$ cat src/rtl/ascon_pkg.sv
// Shared types for the Ascon streaming front end: modes, segment tags,
// sequencer states and error codes.
package ascon_pkg;

   typedef enum logic [2:0] {
      MODE_AEAD128_ENC = 3'd0,
      MODE_AEAD128_DEC = 3'd1,
      MODE_HASH256     = 3'd2,
      MODE_XOF128      = 3'd3
   } ascon_mode_t;

   typedef enum logic [2:0] {
      TUSER_KEY   = 3'd0,
      TUSER_NONCE = 3'd1,
      TUSER_AD    = 3'd2,
      TUSER_PT    = 3'd3,
      TUSER_CT    = 3'd4,
      TUSER_MSG   = 3'd5,
      TUSER_TAG   = 3'd6
   } axi_tuser_t;

   typedef enum logic [2:0] {
      S_IDLE, S_KEY, S_NONCE, S_AD, S_DATA, S_TAG, S_FLUSH, S_DRAIN
   } seq_state_t;

   localparam logic [2:0] SEQ_ERR_NONE  = 3'd0;
   localparam logic [2:0] SEQ_ERR_TUSER = 3'd1;
   localparam logic [2:0] SEQ_ERR_SHORT = 3'd2;
   localparam logic [2:0] SEQ_ERR_LONG  = 3'd3;
   localparam logic [2:0] SEQ_ERR_MODE  = 3'd4;

   // Payload segment tag expected for each mode.
   function automatic axi_tuser_t data_tuser(ascon_mode_t m);
      case (m)
         MODE_AEAD128_ENC: return TUSER_PT;
         MODE_AEAD128_DEC: return TUSER_CT;
         default:          return TUSER_MSG;
      endcase
   endfunction

endpackage

$ cat src/rtl/ascon_stream_sequencer_if.sv
// 64-bit AXI4-Stream bundle carrying a segment tag in tuser.
interface ascon_stream_sequencer_if;
   logic [63:0]            tdata;
   logic [7:0]             tkeep;
   ascon_pkg::axi_tuser_t  tuser;
   logic                   tlast;
   logic                   tvalid;
   logic                   tready;

   modport master (output tdata, tkeep, tuser, tlast, tvalid, input tready);
   modport slave  (input tdata, tkeep, tuser, tlast, tvalid, output tready);
endinterface

$ cat src/rtl/ascon_axis_reg.sv
// Single-entry registered AXIS stage; the held beat stays put while the
// consumer stalls.
module ascon_axis_reg
   import ascon_pkg::*;
(
   input  logic                             clk,
   input  logic                             rst,
   input  logic                             in_valid,
   output logic                             in_ready,
   input  logic [63:0]                      in_data,
   input  logic [7:0]                       in_keep,
   input  axi_tuser_t                       in_user,
   input  logic                             in_last,
   ascon_stream_sequencer_if.master         m
);

   assign in_ready = !m.tvalid || m.tready;

   always_ff @(posedge clk or negedge rst) begin
      if (!rst) begin
         m.tvalid <= 1'b0;
         m.tdata  <= '0;
         m.tkeep  <= '0;
         m.tuser  <= TUSER_KEY;
         m.tlast  <= 1'b0;
      end else if (in_valid && in_ready) begin
         m.tvalid <= 1'b1;
         m.tdata  <= in_data;
         m.tkeep  <= in_keep;
         m.tuser  <= in_user;
         m.tlast  <= in_last;
      end else if (m.tready) begin
         m.tvalid <= 1'b0;
      end
   end

endmodule

$ cat src/rtl/ascon_stream_sequencer.sv
// Command-driven segment sequencer in front of ascon_padder: checks segment
// order and fixed lengths, drops empty AD and drains malformed packets.
module ascon_stream_sequencer
   import ascon_pkg::*;
#(
   parameter int KEY_WORDS   = 2,
   parameter int NONCE_WORDS = 2,
   parameter int TAG_WORDS   = 2
) (
   input  logic                      clk,
   input  logic                      rst,
   input  logic                      cmd_valid,
   output logic                      cmd_ready,
   input  ascon_mode_t               cmd_mode,
   output ascon_mode_t               mode_o,
   output logic                      busy_o,
   output logic                      done_o,
   output logic                      err_o,
   output logic [2:0]                err_code_o,
   ascon_stream_sequencer_if.slave   s_axis,
   ascon_stream_sequencer_if.master  m_axis
);

   localparam logic [1:0] KEY_LAST   = 2'(KEY_WORDS - 1);
   localparam logic [1:0] NONCE_LAST = 2'(NONCE_WORDS - 1);
   localparam logic [1:0] TAG_LAST   = 2'(TAG_WORDS - 1);

   seq_state_t state, nxt_seg;
   axi_tuser_t exp_user;
   logic [1:0] cnt, last_idx;
   logic       fixed, space, acc, active, drop_ad, fwd;
   logic [2:0] code;

   always_comb begin
      exp_user = TUSER_KEY;
      last_idx = KEY_LAST;
      fixed    = 1'b0;
      nxt_seg  = S_FLUSH;
      case (state)
         S_KEY:   begin fixed = 1'b1; nxt_seg = S_NONCE; end
         S_NONCE: begin exp_user = TUSER_NONCE; last_idx = NONCE_LAST; fixed = 1'b1; nxt_seg = S_AD; end
         S_AD:    begin exp_user = TUSER_AD; nxt_seg = S_DATA; end
         S_DATA:  begin
            exp_user = data_tuser(mode_o);
            nxt_seg  = (mode_o == MODE_AEAD128_DEC) ? S_TAG : S_FLUSH;
         end
         S_TAG:   begin exp_user = TUSER_TAG; last_idx = TAG_LAST; fixed = 1'b1; end
         default: ;
      endcase
   end

   // Tag mismatch wins over length problems on the same beat.
   always_comb begin
      code = SEQ_ERR_NONE;
      if (s_axis.tuser != exp_user)                    code = SEQ_ERR_TUSER;
      else if (fixed && s_axis.tlast && cnt != last_idx)  code = SEQ_ERR_SHORT;
      else if (fixed && !s_axis.tlast && cnt == last_idx) code = SEQ_ERR_LONG;
   end

   assign active    = state inside {S_KEY, S_NONCE, S_AD, S_DATA, S_TAG};
   assign cmd_ready = (state == S_IDLE);
   assign s_axis.tready = (state == S_DRAIN) || (active && space);
   assign acc     = s_axis.tvalid && s_axis.tready;
   assign drop_ad = (state == S_AD) && (cnt == 2'd0) && s_axis.tlast && (s_axis.tkeep == 8'h00);
   assign fwd     = acc && active && (code == SEQ_ERR_NONE) && !drop_ad;

   ascon_axis_reg u_oreg (
      .clk      (clk),
      .rst      (rst),
      .in_valid (fwd),
      .in_ready (space),
      .in_data  (s_axis.tdata),
      .in_keep  (s_axis.tkeep),
      .in_user  (s_axis.tuser),
      .in_last  (s_axis.tlast),
      .m        (m_axis)
   );

   always_ff @(posedge clk or negedge rst) begin
      if (!rst) begin
         state      <= S_IDLE;
         mode_o     <= MODE_HASH256;
         busy_o     <= 1'b0;
         done_o     <= 1'b0;
         err_o      <= 1'b0;
         err_code_o <= SEQ_ERR_NONE;
         cnt        <= 2'd0;
      end else begin
         done_o <= 1'b0;
         case (state)
            S_IDLE: if (cmd_valid) begin
               mode_o     <= cmd_mode;
               err_o      <= 1'b0;
               err_code_o <= SEQ_ERR_NONE;
               cnt        <= 2'd0;
               case (cmd_mode)
                  MODE_AEAD128_ENC, MODE_AEAD128_DEC: begin state <= S_KEY;  busy_o <= 1'b1; end
                  MODE_HASH256, MODE_XOF128:          begin state <= S_DATA; busy_o <= 1'b1; end
                  default: begin err_o <= 1'b1; err_code_o <= SEQ_ERR_MODE; end
               endcase
            end
            // Error paths reach FLUSH with err_o already set, so no done pulse.
            S_FLUSH: if (!m_axis.tvalid) begin
               state  <= S_IDLE;
               busy_o <= 1'b0;
               done_o <= !err_o;
            end
            S_DRAIN: if (acc && s_axis.tlast) state <= S_FLUSH;
            default: if (acc) begin
               if (code != SEQ_ERR_NONE) begin
                  err_o <= 1'b1;
                  if (err_code_o == SEQ_ERR_NONE) err_code_o <= code;
                  state <= s_axis.tlast ? S_FLUSH : S_DRAIN;
               end else if (s_axis.tlast) begin
                  cnt   <= 2'd0;
                  state <= nxt_seg;
               end else if (cnt != 2'd3) begin
                  cnt <= cnt + 2'd1;
               end
            end
         endcase
      end
   end

endmodule

$ cat src/flat_wrapper.sv
// flat-port wrapper written by rule: the top's interface ports become plain ports
module ascon_stream_sequencer_flat import ascon_pkg::*;
#(
   parameter int KEY_WORDS   = 2,
   parameter int NONCE_WORDS = 2,
   parameter int TAG_WORDS   = 2
)
  (clk, rst, cmd_valid, cmd_ready, cmd_mode, mode_o, busy_o, done_o, err_o, err_code_o, s_axis_tdata, s_axis_tkeep, s_axis_tuser, s_axis_tlast, s_axis_tvalid, s_axis_tready, m_axis_tdata, m_axis_tkeep, m_axis_tuser, m_axis_tlast, m_axis_tvalid, m_axis_tready);
  ascon_stream_sequencer_if s_axis_i ();
  ascon_stream_sequencer_if m_axis_i ();
  input  logic clk;
  input  logic rst;
  input  logic cmd_valid;
  output logic cmd_ready;
  input  ascon_mode_t cmd_mode;
  output ascon_mode_t mode_o;
  output logic busy_o;
  output logic done_o;
  output logic err_o;
  output logic [2:0] err_code_o;
  input wire logic [$bits(s_axis_i.tdata)-1:0] s_axis_tdata;
  input wire logic [$bits(s_axis_i.tkeep)-1:0] s_axis_tkeep;
  input wire logic [$bits(s_axis_i.tuser)-1:0] s_axis_tuser;
  input wire logic [$bits(s_axis_i.tlast)-1:0] s_axis_tlast;
  input wire logic [$bits(s_axis_i.tvalid)-1:0] s_axis_tvalid;
  output wire logic [$bits(s_axis_i.tready)-1:0] s_axis_tready;
  output wire logic [$bits(m_axis_i.tdata)-1:0] m_axis_tdata;
  output wire logic [$bits(m_axis_i.tkeep)-1:0] m_axis_tkeep;
  output wire logic [$bits(m_axis_i.tuser)-1:0] m_axis_tuser;
  output wire logic [$bits(m_axis_i.tlast)-1:0] m_axis_tlast;
  output wire logic [$bits(m_axis_i.tvalid)-1:0] m_axis_tvalid;
  input wire logic [$bits(m_axis_i.tready)-1:0] m_axis_tready;
  assign s_axis_i.tdata = s_axis_tdata;
  assign s_axis_i.tkeep = s_axis_tkeep;
  assign s_axis_i.tuser = s_axis_tuser;
  assign s_axis_i.tlast = s_axis_tlast;
  assign s_axis_i.tvalid = s_axis_tvalid;
  assign s_axis_tready = s_axis_i.tready;
  assign m_axis_tdata = m_axis_i.tdata;
  assign m_axis_tkeep = m_axis_i.tkeep;
  assign m_axis_tuser = m_axis_i.tuser;
  assign m_axis_tlast = m_axis_i.tlast;
  assign m_axis_tvalid = m_axis_i.tvalid;
  assign m_axis_i.tready = m_axis_tready;
  ascon_stream_sequencer #(.KEY_WORDS(KEY_WORDS), .NONCE_WORDS(NONCE_WORDS), .TAG_WORDS(TAG_WORDS)) u_core (.clk(clk), .rst(rst), .cmd_valid(cmd_valid), .cmd_ready(cmd_ready), .cmd_mode(cmd_mode), .mode_o(mode_o), .busy_o(busy_o), .done_o(done_o), .err_o(err_o), .err_code_o(err_code_o), .s_axis(s_axis_i), .m_axis(m_axis_i));
endmodule
$ cat config.mk
export PLATFORM = sky130hd
export DESIGN_NAME = ascon_stream_sequencer_flat
export DESIGN_NICKNAME = d
export VERILOG_FILES = /design/src/rtl/ascon_pkg.sv /design/src/rtl/ascon_stream_sequencer_if.sv /design/src/rtl/ascon_axis_reg.sv /design/src/rtl/ascon_stream_sequencer.sv /design/src/flat_wrapper.sv
export SDC_FILE = /design/constraint.sdc
export NUM_CORES = 1
export LEC_CHECK = 0
export ABC_AREA = 0
export BUFFER_PORTS_ARGS = -buffer_cell sky130_fd_sc_hd__buf_4
export CAP_MARGIN = 20
export CORE_UTILIZATION = 30
export DETAILED_ROUTE_END_ITERATION = 12
export GPL_TIMING_DRIVEN = 0
export PLACE_DENSITY_LB_ADDON = 0.3
export SYNTH_ARGS = -nofsm -noshare
export SYNTH_HDL_FRONTEND = slang
export SYNTH_SLANG_ARGS = --single-unit
$ cat constraint.sdc
create_clock -name clk -period 5.8 [get_ports clk]
set_clock_uncertainty 0.2 [all_clocks]
set_input_delay 0.29 -clock clk [delete_from_list [all_inputs] [get_ports clk]]
set_output_delay 0.29 -clock clk [all_outputs]
set_load 0.01 [all_outputs]
# Word level (Yosys, flattened, before mapping)
# Index checks and enable logic that the tools add are counted.
[word_totals] register_bits=91 latch_bits=0 ramBits=0 romBits=0 mem_count=0
[op_classes] addsub=1 multipliers=0 div=0 magnitude_cmp=0 eq_ne=21 shift=0 mux=42 bitwise=1 reduce_logical=48
[ops] cell="$mux W3" count=13
[ops] cell="$pmux W3 S4" count=2
[ops] cell="$pmux W3 S2" count=3
[ops] cell="$logic_not A3 Y1" count=5
[ops] cell="$logic_and A1 B1 Y1" count=14
[ops] cell="$mux W2" count=7
[ops] cell="$mux W1" count=13
[ops] cell="$eq A3 B2 Y1 const B" count=4
[ops] cell="$eq A3 B3 Y1 const B" count=4
[ops] cell="$ne A2 B2 Y1 const B" count=6
[ops] cell="$reduce_and A5 Y1" count=2
[ops] cell="$reduce_bool A2 Y1" count=5
[ops] cell="$reduce_bool A5 Y1" count=2
[ops] cell="$eq A3 B1 Y1 const B" count=3
[ops] cell="$pmux W3 S3" count=1
[ops] cell="$logic_not A8 Y1" count=1
[ops] cell="$reduce_and A4 Y1" count=2
[ops] cell="$reduce_and A6 Y1" count=1
[ops] cell="$reduce_bool A3 Y1" count=2
[ops] cell="$reduce_or A2 Y1" count=3
[ops] cell="$logic_not A1 Y1" count=4
[ops] cell="$pmux W1 S2" count=2
[ops] cell="$pmux W2 S2" count=1
[ops] cell="$reduce_bool A4 Y1" count=1
[ops] cell="11 further kinds" count=12

# Logic depth before layout (Yosys ltp)
[depth] ltp_word=13 mapped_depth=11

# By module
# A second synthesis with hierarchy kept.
[hier_totals] cells_unflattened=288 hier_area_um2=4093.9
[by_module_without_submodules] mod="ascon_axis_reg" instances=1 cells_each=164 area_each_um2=3030.4 seq_area_each_um2=1926.8
[by_module_without_submodules] mod="ascon_stream_sequencer" instances=1 cells_each=124 area_each_um2=1063.5 seq_area_each_um2=351.6

# Worst setup path after synthesis
# No wires, ideal clock.
[synth_timing] kind="register to register" startpoint="register u_core.state[0]" endpoint="register u_core.u_oreg.m.tdata[0]" arrival_time_ns=2.702 required_ns=5.475 setup_slack_ns=2.773 stages_incl_launch_ff=12 n_path_buf=4 period_less_slack_ns=3.027 path_cell_list="dfrtp_1 > buf_2 > or3b_1 > o311a_1 > a211oi_2 > o211ai_2 > nand2b_4 > or4b_1 > clkbuf_1 > buf_6 > buf_6 > mux2_4"
[synth_via] elab_chain_len=12
[synth_rtl] element="start: declaration" line_no="ascon_stream_sequencer.sv:28" source="seq_state_t state, nxt_seg;"
[synth_rtl] element="start signal: assignment" line_no="ascon_stream_sequencer.sv:113" source="state <= s_axis.tlast ? S_FLUSH : S_DRAIN;"
[synth_rtl] element="start signal: assignment" line_no="ascon_stream_sequencer.sv:116" source="state <= nxt_seg;"
[synth_rtl] element="$eq A3 B3 Y1 (tied with other cells)" line_no="ascon_stream_sequencer.sv:39, ascon_stream_sequencer.sv:60"
[synth_rtl] element="$reduce_or A3 Y1 (no source line)"
[synth_rtl] element="$mux W1" line_no="ascon_stream_sequencer.sv:39" source="case (state)"
[synth_rtl] element="$logic_and A1 B1 Y1 (2 in a row)" line_no="ascon_stream_sequencer.sv:57" source="else if (fixed && !s_axis.tlast && cnt == last_idx) code = SEQ_ERR_LONG;"
[synth_rtl] element="$mux W2" line_no="ascon_stream_sequencer.sv:57"
[synth_rtl] element="$mux W3" line_no="ascon_stream_sequencer.sv:56" source="else if (fixed && s_axis.tlast && cnt != last_idx) code = SEQ_ERR_SHORT;"
[synth_rtl] element="$mux W3" line_no="ascon_stream_sequencer.sv:55" source="if (s_axis.tuser != exp_user) code = SEQ_ERR_TUSER;"
[synth_rtl] element="$logic_not A3 Y1" line_no="ascon_stream_sequencer.sv:65" source="assign fwd = acc && active && (code == SEQ_ERR_NONE) && !drop_ad;"
[synth_rtl] element="$logic_and A1 B1 Y1" line_no="ascon_stream_sequencer.sv:65"
[synth_rtl] element="$logic_and A1 B1 Y1 (*)" line_no="ascon_stream_sequencer.sv:65"
[synth_rtl] element="$logic_and A1 B1 Y1 (*)" line_no="ascon_axis_reg.sv:26" source="end else if (in_valid && in_ready) begin"
[synth_rtl] element="end signal: assignment" line_no="ascon_axis_reg.sv:28" source="m.tdata <= in_data;"
[synth_rtl] element="end: declaration" line_no="ascon_stream_sequencer_if.sv:10" source="modport master (output tdata, tkeep, tuser, tlast, tvalid, input tready);"
# Mark *: on every way between the ends. The rest lies on a longest branch, timed or not.
# A chain may end at the register's enable or synchronous reset.

# Worst setup path in the final report
[layout_timing] startpoint="register u_core.mode_o[2]" endpoint="register u_core.u_oreg.m.tdata[62]"
[layout_via] elab_chain_len=9
[layout_rtl] element="start: declaration" line_no="ascon_stream_sequencer.sv:15" source="output ascon_mode_t mode_o,"
[layout_rtl] element="start signal: assignment" line_no="ascon_stream_sequencer.sv:92" source="mode_o <= cmd_mode;"
[layout_rtl] element="$eq A3 B1 Y1 / $logic_not A3 Y1 (equally long branches)" line_no="ascon_pkg.sv:34" source="case (m)"
[layout_rtl] element="$pmux W3 S2 (*)" line_no="ascon_pkg.sv:34"
[layout_rtl] element="$pmux W3 S4 (*)" line_no="ascon_stream_sequencer.sv:39"
[layout_rtl] element="$ne A3 B3 Y1 (*)" line_no="ascon_stream_sequencer.sv:55"
[layout_rtl] element="$mux W3 (*)" line_no="ascon_stream_sequencer.sv:55"
[layout_rtl] element="$logic_not A3 Y1 (*)" line_no="ascon_stream_sequencer.sv:65"
[layout_rtl] element="$logic_and A1 B1 Y1 (*) (2 in a row)" line_no="ascon_stream_sequencer.sv:65"
[layout_rtl] element="$logic_and A1 B1 Y1 (*)" line_no="ascon_axis_reg.sv:26"
# Marked as above.

==> flow_metrics.env <==
export IMPL_ant_nets=0
export IMPL_max_freq_mhz=286
export IMPL_gp_congestion=0.846
export IMPL_grt_max_degree=55
export IMPL_required_ps=5830
export IMPL_drive_gt1_share_pct=41.6
export IMPL_nets=637
export IMPL_cts_root_buf="clkbuf_16"
export IMPL_place_area_um2=5520
export IMPL_final_area_um2=6620
export IMPL_final_cell_mix="buf_4 (170), dfrtp_1 (90), dlygate4sd3_1 (78)"
export IMPL_numPortBuffers=170
export IMPL_die_h_um=118
export IMPL_core_area_um2=12800
export IMPL_r2r_end="u_core.u_oreg.m.tdata[62]"
export IMPL_hold_start="s_axis_tuser[2]"
export IMPL_wl_um=11000
export IMPL_cts_max_path_buffers=2
export IMPL_pin_count=172
export IMPL_synth_area_um2=4010
export IMPL_setup_violations=0
export IMPL_holdPathStages=2
export IMPL_num_rows=41
export IMPL_cp_max_fo=10
export IMPL_antenna_found_initial=0
export IMPL_wire_per_inst_um=15.2
export IMPL_vdd_ir_drop_max_mv=0.201
export IMPL_status="complete, no violations"
export IMPL_critPathLaunchType="flip-flop"
export IMPL_dp_hpwl_um=7360
export IMPL_clock_latency_ps=340
export IMPL_cts_resized=0
export IMPL_avgSynthCellArea_um2=13.8
export IMPL_path_class="reg -> reg"
export IMPL_fin_tns_setup_ps=0
export IMPL_hold_viol_final=0
export IMPL_track_usage_pct=16.3
export IMPL_clk_pin_slew_ps=60
export IMPL_drtIter0Drc=76
export IMPL_final_common_cell="buf_4"
export IMPL_htreeDepth=3
export IMPL_worst_r2r_cell_count=10
export IMPL_cts_num_sinks=91
export IMPL_synth_edff_count=0
export IMPL_syn_to_final_growth_pct=64.9
export IMPL_worstHoldPathType="in -> reg"
export IMPL_via_count=3291
export IMPL_cp_end_kind="flip-flop"
export IMPL_whs_endpoint="u_core.u_oreg.m.tuser[2]"
export IMPL_finalCritPeriodShare_pct=60.2
export IMPL_maxSlewViolCount=0
export IMPL_cts_buffers=9
export IMPL_power_density_nw_per_um2=473
export IMPL_r2r_start="u_core.mode_o[2]"
export IMPL_dr_pass1_iters=4
export IMPL_synth_distinct_cells=48
export IMPL_relSlewSlack_pct=53.3
export IMPL_cts_tree="yes"
export IMPL_ys_warn_count=0
export IMPL_leakagePower_uw=0.00326
export IMPL_async_flop_share_pct=100
export IMPL_tightest_slew_ps=701
export IMPL_syn_inst=290
export IMPL_num_fill_cells=1121
export IMPL_drc=0
export IMPL_arrival_ps=3520
export IMPL_rsz0062_at_grt="false"
export IMPL_ys_flop_type="dfrtp_1"
export IMPL_ys_seq_area_share_pct=56.8
export IMPL_start_util_pct=31.3
export IMPL_grt_pass1_vias=3456
export IMPL_regToRegSetupSlack_ps=2310
export IMPL_grt_first_pass_wirelength_um=17800
export IMPL_syn_num_nets=377
export IMPL_synth_ff_latch_count=91
export IMPL_min_period_ps=3490
export IMPL_grt_ovfl_total=0
export IMPL_diodes=0
export IMPL_dieArea_um2=13800
export IMPL_maxCapViolCount=0
export IMPL_die_w_um=118
export IMPL_routed_via_density=4.53
==> flip-flops by register name (all words and copies together) (netlist names) <==
| register | flops |
|---|---|
| u_core.u_oreg.m.tdata | 64 |
| u_core.u_oreg.m.tkeep | 8 |
| u_core.err_code_o | 3 |
| u_core.mode_o | 3 |
| u_core.state | 3 |
| u_core.u_oreg.m.tuser | 3 |
| u_core.cnt | 2 |
| u_core.busy_o | 1 |
| u_core.done_o | 1 |
| u_core.err_o | 1 |
| u_core.u_oreg.m.tlast | 1 |
| u_core.u_oreg.m.tvalid | 1 |
==> timing repair <==
| action | in CTS | in global routing |
|---|---|---|
| setup endpoints to repair | 0 | 0 |
| buffers inserted | 0 | 0 |
| endpoints found under the hold margin | 129 | 0 |
| hold buffers | 78 | 0 |
==> area by class of cell <==
type	instances	area, µm²	area share, %
plain buffers	15	92.6	1.40
flip-flops and latches	91	2280	34.4
well taps	172	215	3.25
inverters	8	30.0	0.454
multi-input cells	176	1610	24.4
clock buffers	12	256	3.88
clock inverters	4	56.3	0.851
repair buffers	249	2080	31.4
==> cell usage after synthesis (5+ instances only) <==
| master | n | area, µm² |
|---|---|---|
| clkbuf_1 | 6 | 22.5 |
| o21ai_0 | 14 | 70.1 |
| dfrtp_1 | 90 | 2250 |
| mux2_1 | 47 | 529 |
| nor4_1 | 5 | 31.3 |
| nand2_1 | 19 | 71.3 |
| inv_1 | 7 | 26.3 |
| buf_2 | 5 | 25.0 |
| a21oi_1 | 7 | 35.0 |
| mux2_4 | 29 | 435 |
==> worst max path at each step <==
stage                           startpoint                        end  slack [ps]
after detailed placement  u_core.mode_o[2]  u_core.u_oreg.m.tdata[62]        2330
after floorplan            u_core.state[0]   u_core.u_oreg.m.tdata[0]        2770
after CTS                 u_core.mode_o[2]  u_core.u_oreg.m.tdata[62]        2320
after global placement     u_core.state[0]  u_core.u_oreg.m.tdata[56]        2400
final                     u_core.mode_o[2]  u_core.u_oreg.m.tdata[62]        2310
after global routing      u_core.mode_o[2]  u_core.u_oreg.m.tdata[57]        2060
==> stage by stage <==
stage	instances	setup WS, ps	power [µW]	hold WS [ps]	utilization, %
after floorplan	290	2770	1830	-206	-
after global placement	632	2400	2450	276	42.9
after detailed placement	633	2330	2480	187	43.1
after CTS	727	2320	3150	7.02	51.6
after global routing	727	2060	3320	9.52	51.6
final	727	2310	3130	17.9	51.6
==> per-layer routing <==
| metal | vias to the layer above | share of wire [%] | GRT usage, % |
|---|---|---|---|
| li1 | 1556 | - | - |
| met2 | 126 | 49 | 26.8 |
| met4 | 0 | 2.0 | 7.21 |
| met5 | - | 0 | 0 |
| met1 | 1593 | 43 | 20.8 |
| met3 | 16 | 5.6 | 3.15 |
==> worst max-delay path: stages, from the launching register on <==
cell and delay, ps:
dfrtp_1 420, nor3b_1 490, nor4_1 120, a211oi_2 290, o211ai_2 200, nand2b_4 220
or4b_1 500, clkbuf_1 230, buf_6 220, buf_6 170, mux2_4 310
==> logic make-up after synthesis <==
kind of cell	count (synthesis)	synth area share, %
muxes	81	25.4
buffers and inverters	23	3.06
and+or+nand+nor	49	6.58
AOI/OAI and AO/OA	41	6.83
DFF	91	56.8
xor gates and xnor gates	2	0.437
adders and majority gates	3	0.936
==> power by group <==
part	total [µW]	switching, µW	internal [µW]
combinational	1400	611	793
clock	615	254	362
sequential	1110	176	936
total	3130	1040	2090
(Power assumes the default switching activity.)
